**config.mk**
```make
export PLATFORM = sky130hd
export DESIGN_NAME = scan_chain_controller
export DESIGN_NICKNAME = d
export VERILOG_FILES = /design/src/rtl/scan_chain_controller.sv
export SDC_FILE = /design/constraint.sdc
export NUM_CORES = 1
export LEC_CHECK = 0
export CAP_MARGIN = 20
export CORE_MARGIN = 1
export CORE_UTILIZATION = 34
export CTS_BUF_LIST = sky130_fd_sc_hd__clkbuf_4
export CTS_CLUSTER_DIAMETER = 150
export DETAILED_ROUTE_END_ITERATION = 8
export GPL_TIMING_DRIVEN = 0
export HOLD_SLACK_MARGIN = 0.1
export PLACE_DENSITY = 0.61
export SLEW_MARGIN = 20
export SYNTH_ARGS = -nofsm -noshare
export SYNTH_HDL_FRONTEND = slang
export SYNTH_SLANG_ARGS = --single-unit
```
**constraint.sdc**
```tcl
create_clock -name clk -period 4.15 [get_ports clk]
set_input_delay 0.6225 -clock clk [delete_from_list [all_inputs] [get_ports clk]]
set_output_delay 0.6225 -clock clk [all_outputs]
set_load 0.02 [all_outputs]
```
**src/rtl/scan_chain_controller.sv**
```systemverilog
// scan_chain_controller
// Drives one scannable register chain through scan-in, capture and scan-out
// for a stream of test patterns. Patterns come in on a valid/ready stream.
// Captured responses leave on a valid/ready stream, one per pattern and in
// pattern order.
//
// Each response is read out while the next pattern is shifted in. The final
// response of a session is flushed by a drain pass that shifts zeros in.
//
// Optional build macro SCAN_COMPARE_EN adds the following:
//   - pattern_expect, an expected value that is sampled together with its pattern
//   - resp_mismatch, which flags a response that differs from its expected value
//   - fail_sticky, which is set by any mismatching response and stays set
module scan_chain_controller #(
  parameter int WIDTH = 8
) (
  input  logic             clk,
  input  logic             reset,
  input  logic             start,
  input  logic             pattern_valid,
  input  logic [WIDTH-1:0] pattern_data,
  input  logic             pattern_last,
  output logic             pattern_ready,
`ifdef SCAN_COMPARE_EN
  input  logic [WIDTH-1:0] pattern_expect,
  output logic             resp_mismatch,
  output logic             fail_sticky,
`endif
  output logic             resp_valid,
  output logic [WIDTH-1:0] resp_data,
  input  logic             resp_ready,
  output logic             scan_test,
  output logic             scan_sin,
  input  logic             scan_sout,
  output logic             scan_clk_en,
  output logic             busy,
  output logic             done
);

  localparam int CNT_W = $clog2(WIDTH) + 1;
  localparam logic [CNT_W-1:0] CNT_LAST = CNT_W'(WIDTH - 1);

  typedef enum logic [2:0] {
    IDLE,
    LOAD,
    SHIFT,
    CAPTURE,
    RESP,
    DRAIN
  } state_t;

  state_t           state;
  logic [WIDTH-1:0] pat_buf;
  logic [WIDTH-1:0] resp_buf;
  logic [CNT_W-1:0] cnt;
  logic             last_f;
  logic             have_prev;
  logic             final_f;

  logic pat_hs;
  logic resp_hs;

  assign pat_hs    = pattern_valid & pattern_ready;
  assign resp_hs   = resp_valid & resp_ready;
  assign resp_data = resp_buf;

  // Session sequencer: next state, datapath registers and registered chain controls.
  // scan_sin is registered, so pat_buf always holds the bits that have not yet
  // been presented. The MSB goes straight to scan_sin when the pattern is accepted.
  always_ff @(posedge clk or posedge reset) begin
    if (reset) begin
      state         <= IDLE;
      pat_buf       <= '0;
      resp_buf      <= '0;
      cnt           <= '0;
      last_f        <= 1'b0;
      have_prev     <= 1'b0;
      final_f       <= 1'b0;
      pattern_ready <= 1'b0;
      resp_valid    <= 1'b0;
      scan_test     <= 1'b0;
      scan_sin      <= 1'b0;
      scan_clk_en   <= 1'b0;
      busy          <= 1'b0;
      done          <= 1'b0;
    end else begin
      done <= 1'b0;
      case (state)
        IDLE: begin
          if (start) begin
            state         <= LOAD;
            have_prev     <= 1'b0;
            final_f       <= 1'b0;
            pattern_ready <= 1'b1;
            busy          <= 1'b1;
          end
        end

        LOAD: begin
          if (pat_hs) begin
            state         <= SHIFT;
            pat_buf       <= {pattern_data[WIDTH-2:0], 1'b0};
            last_f        <= pattern_last;
            cnt           <= '0;
            pattern_ready <= 1'b0;
            scan_clk_en   <= 1'b1;
            scan_test     <= 1'b1;
            scan_sin      <= pattern_data[WIDTH-1];
          end
        end

        SHIFT: begin
          pat_buf  <= {pat_buf[WIDTH-2:0], 1'b0};
          resp_buf <= {resp_buf[WIDTH-2:0], scan_sout};
          cnt      <= cnt + 1'b1;
          if (cnt == CNT_LAST) begin
            state     <= CAPTURE;
            scan_test <= 1'b0;
            scan_sin  <= 1'b0;
          end else begin
            scan_sin <= pat_buf[WIDTH-1];
          end
        end

        CAPTURE: begin
          have_prev <= 1'b1;
          if (have_prev) begin
            state       <= RESP;
            scan_clk_en <= 1'b0;
            resp_valid  <= 1'b1;
            final_f     <= 1'b0;
          end else if (last_f) begin
            state     <= DRAIN;
            cnt       <= '0;
            scan_test <= 1'b1;
            scan_sin  <= 1'b0;
          end else begin
            state         <= LOAD;
            scan_clk_en   <= 1'b0;
            pattern_ready <= 1'b1;
          end
        end

        RESP: begin
          if (resp_hs) begin
            resp_valid <= 1'b0;
            if (final_f) begin
              state   <= IDLE;
              final_f <= 1'b0;
              busy    <= 1'b0;
              done    <= 1'b1;
            end else if (last_f) begin
              state       <= DRAIN;
              cnt         <= '0;
              scan_clk_en <= 1'b1;
              scan_test   <= 1'b1;
              scan_sin    <= 1'b0;
            end else begin
              state         <= LOAD;
              pattern_ready <= 1'b1;
            end
          end
        end

        DRAIN: begin
          resp_buf <= {resp_buf[WIDTH-2:0], scan_sout};
          cnt      <= cnt + 1'b1;
          if (cnt == CNT_LAST) begin
            state       <= RESP;
            scan_clk_en <= 1'b0;
            scan_test   <= 1'b0;
            resp_valid  <= 1'b1;
            final_f     <= 1'b1;
          end
        end

        default: begin
          state <= IDLE;
        end
      endcase
    end
  end

`ifdef SCAN_COMPARE_EN
  logic [WIDTH-1:0] exp_cur;
  logic [WIDTH-1:0] exp_prev;

  // The response on offer belongs to the previous pattern, except for the
  // final drained response, which belongs to the most recent one.
  assign resp_mismatch = resp_valid & (resp_buf != (final_f ? exp_cur : exp_prev));

  // Track expected values one pattern behind, and latch any failure until a new session starts.
  always_ff @(posedge clk or posedge reset) begin
    if (reset) begin
      exp_cur     <= '0;
      exp_prev    <= '0;
      fail_sticky <= 1'b0;
    end else begin
      if (pat_hs) begin
        exp_prev <= exp_cur;
        exp_cur  <= pattern_expect;
      end
      if (state == IDLE && start) begin
        fail_sticky <= 1'b0;
      end else if (resp_hs && resp_mismatch) begin
        fail_sticky <= 1'b1;
      end
    end
  end
`endif

endmodule

```
==> flow_metrics.env <==
export IMPL_r2r_slack_ns=2.44
export IMPL_yosys_area_share_adder_pct=0.726
export IMPL_slew_limit_headroom_pct=55.2
export IMPL_period_share_pct=48.8
export IMPL_worst_setup_hold_path_clk_slew_ns=0.12
export IMPL_grt_antenna_before_repair=0
export IMPL_clock_insertion_delay_worst_skew_ns=0.35
export IMPL_nNetsFinal=232
export IMPL_synth_edff_count=0
export IMPL_critical_path_buf_inv_count=1
export IMPL_synthFlopType="sky130_fd_sc_hd__dfrtp_1"
export IMPL_yosys_mux_area_fraction_pct=4.72
export IMPL_die_width_um=73.2
export IMPL_outcome="finished clean"
export IMPL_finish_cell_count_without_fillers=284
export IMPL_layout_area_seq_um2=801
export IMPL_synth_simple_gate_area_share_pct=20.5
export IMPL_critPathLaunchType="flip-flop"
export IMPL_remaining_drc_errors=0
export IMPL_clock_tree_root_cell="sky130_fd_sc_hd__clkbuf_4"
export IMPL_synth_seq_cells=32
export IMPL_critPathTopFamily="buffers and inverters"
export IMPL_initial_core_util_pct=36.0
export IMPL_synth_cell_area_um2=1720
export IMPL_layout_cells_most_common="sky130_fd_sc_hd__nand2_1"
export IMPL_rr_endpoint="scan_sin"
export IMPL_ys_types=46
export IMPL_static_power_due_to_leakage_nw=0.924
export IMPL_dpl_cell_area_um2=2100
export IMPL_worst_path_max_fanout=5
export IMPL_final_cell_mix="35 x sky130_fd_sc_hd__nand2_1, 32 x sky130_fd_sc_hd__dfrtp_1, 29 x sky130_fd_sc_hd__clkdlybuf4s50_1"
export IMPL_timing_critical_path_required_ns=3.53
export IMPL_min_from="resp_data[7]"
export IMPL_drv_cap=0
export IMPL_globalRouteOverflowTotal=0
export IMPL_fin_area_um2=2180
export IMPL_routedWlPerCell_um=13.6
export IMPL_slowest_delay_ns=0.63
export IMPL_final_setup_viol_count=0
export IMPL_top_level_ports=30
export IMPL_multiInputGateArea_um2=818
export IMPL_hold_buffers=0
export IMPL_finalWorstPathRequiredPeriod_ns=2.03
export IMPL_worst_hold_path_type="reg -> reg"
export IMPL_cts_made_buffers=5
export IMPL_number_of_warnings_printed_during_yosys_synthesis=0
export IMPL_syn_to_final_growth_pct=26.4
export IMPL_cts_repair_resized=0
export IMPL_worstPathCellList="clkdlybuf4s50_1"
export IMPL_postSynthCellCount=180
export IMPL_drt_iter0_markers=128
export IMPL_crit_slowest_cell="sky130_fd_sc_hd__clkdlybuf4s50_1"
export IMPL_layout_drive_gt1_share_pct=12.4
export IMPL_ant_nets=0
export IMPL_num_vias=1471
export IMPL_global_route_usage_total_pct=16.3
export IMPL_holdPathStages=2
export IMPL_row_count=25
export IMPL_finalCoreUtilization_pct=45.5
export IMPL_worst_r2r_cell_count=4
export IMPL_synth_top_family_by_area="compound AO/OA/AOI/OAI gates"
export IMPL_maximum_vdd_drop_mv=0.325
export IMPL_grt_first_pass_wirelength_um=6640
export IMPL_max_freq_ghz=0.494
export IMPL_timing_critical_path_depth=1
export IMPL_detailed_place_hpwl_um=2630
export IMPL_worst_pin_slew_ns=0.671
export IMPL_final_wirelength_um=3860
export IMPL_synth_area_per_cell_um2=9.57
export IMPL_timing_hold_violations_final=0
export IMPL_mappedNetlistNets=196
export IMPL_part_of_the_yosys_area_used_for_sequential_elements_pct=46.5
export IMPL_cts_num_sinks=32
export IMPL_post_drt_via_cell_ratio=5.18
export IMPL_gpl_congestion=0.802
export IMPL_number_of_global_route_vias_before_repair=1428
export IMPL_worst_hold_path_endpoint="resp_data[7]"
export IMPL_cts_htree_levels=2
export IMPL_cts_buffer_depth=2
export IMPL_core_region_area_um2=4790
export IMPL_die_area_um2=5360
export IMPL_synth_xor_xnor_area_share_pct=0.508
export IMPL_die_height_um=73.2
export IMPL_pin_count_of_the_biggest_net_entering_global_routing=33
export IMPL_cts_setup_buffers=0
export IMPL_n_fill_cell=483
export IMPL_cp_arrival_ns=1.40
export IMPL_timing_worst_setup_path_type="reg -> out"
export IMPL_clock_skew_final_ns=0.0152
export IMPL_crit_reg2reg_launch="state[1]"
export IMPL_finalWorstSetupSlack_ns=2.12
export IMPL_end_kind="primary output"
export IMPL_post_placement_cell_count=276
export IMPL_power_density_nw_per_um2=727
export IMPL_diodes=0
export IMPL_cts_tree="yes"
export IMPL_rsz_0062_raised_after_global_routing="no"
export IMPL_synth_compound_area_share_pct=21.1
export IMPL_drtPass1Iterations=4
export IMPL_synthArstFlopShare_pct=100
export IMPL_final_setup_tns_ns=0
export IMPL_dp_worst_setup_slack_ns=1.87
export IMPL_place_port_buffers=29
export IMPL_slew_viol_final=0
## cells by family after synthesis
logic type / count (synthesis)
AND/OR/NAND/NOR: 67
AO/OA/AOI/OAI: 55
flip-flops: 32
buffers and inverters: 16
multiplexers: 8
XOR/XNOR: 1
adder cells (fa/ha/maj): 1
## worst min-delay path: stages, from the launching register on
cell                      delay [ns]
sky130_fd_sc_hd__dfrtp_1        0.36
sky130_fd_sc_hd__nand2_1        0.05
sky130_fd_sc_hd__nand2_1        0.04
## layer usage
layer / global-route usage [%] / vias up / share of wire, %
li1: - / 715 / -
met1: 21.9 / 700 / 48
met2: 25.6 / 49 / 45
met3: 3.73 / 7 / 5.5
met4: 5.88 / 0 / 1.6
met5: 0 / - / 0
## sequential cells by signal, indices dropped and copies added, names as in the netlist
register and count:
busy 1, cnt 4, done 1, final_f 1, have_prev 1, last_f 1, pat_buf 7, pattern_ready 1
resp_data 8, resp_valid 1, scan_clk_en 1, scan_sin 1, scan_test 1, state 3
## cell usage after synthesis, types with 2 or more instances
cell type,number,area (um2)
sky130_fd_sc_hd__and3b_1,2,17.5
sky130_fd_sc_hd__buf_4,5,37.5
sky130_fd_sc_hd__mux2i_1,7,70.1
sky130_fd_sc_hd__a21oi_2,2,17.5
sky130_fd_sc_hd__nand3_1,2,10.0
sky130_fd_sc_hd__and3_1,2,12.5
sky130_fd_sc_hd__o21ai_0,18,90.1
sky130_fd_sc_hd__inv_1,6,22.5
sky130_fd_sc_hd__nand4_1,3,18.8
sky130_fd_sc_hd__nand2b_1,4,25.0
sky130_fd_sc_hd__o211ai_1,3,22.5
sky130_fd_sc_hd__buf_6,3,33.8
sky130_fd_sc_hd__dfrtp_1,32,801
sky130_fd_sc_hd__nand2_1,35,131
sky130_fd_sc_hd__a21oi_1,13,65.1
sky130_fd_sc_hd__buf_2,2,10.0
sky130_fd_sc_hd__a31oi_1,2,12.5
sky130_fd_sc_hd__o22ai_1,2,12.5
sky130_fd_sc_hd__a211oi_1,2,15.0
sky130_fd_sc_hd__nor2_1,8,30.0
sky130_fd_sc_hd__o21a_1,2,15.0
## through the flow
stage | hold slack, ns | power (mW)
6_report | 0.479 | 1.58
5_1_grt | 0.522 | 1.70
4_1_cts | 0.487 | 1.60
3_5_place_dp | 0.463 | 1.34
3_3_place_gp | 0.459 | 1.34
2_1_floorplan | 0.449 | 1.09
## final cells by class
cell class	instances	area share, %
Buffer	10	3.74
Clock buffer	6	2.07
Clock inverter	2	1.61
Inverter	6	1.03
Multi-Input combinational cell	132	37.6
Sequential cell	32	36.8
Tap cell	67	3.85
Timing Repair Buffer	29	13.3
## worst max-delay path by stage
stage	slack, ns	end	startpoint
6_report	2.12	resp_valid	resp_valid
5_1_grt	2.09	resp_valid	resp_valid
4_1_cts	2.13	resp_valid	resp_valid
3_5_place_dp	1.87	scan_sin	resp_ready
3_3_place_gp	1.88	scan_sin	resp_ready
2_1_floorplan	2.60	scan_sin	resp_ready
## power by group
| group | leakage [nW] | internal [mW] | switching (mW) |
|---|---|---|---|
| Sequential | 0.396 | 0.439 | 0.105 |
| Combinational | 0.482 | 0.357 | 0.434 |
| Clock | 0.0456 | 0.133 | 0.115 |
No activity file was read; power rests on OpenSTA's default activity.
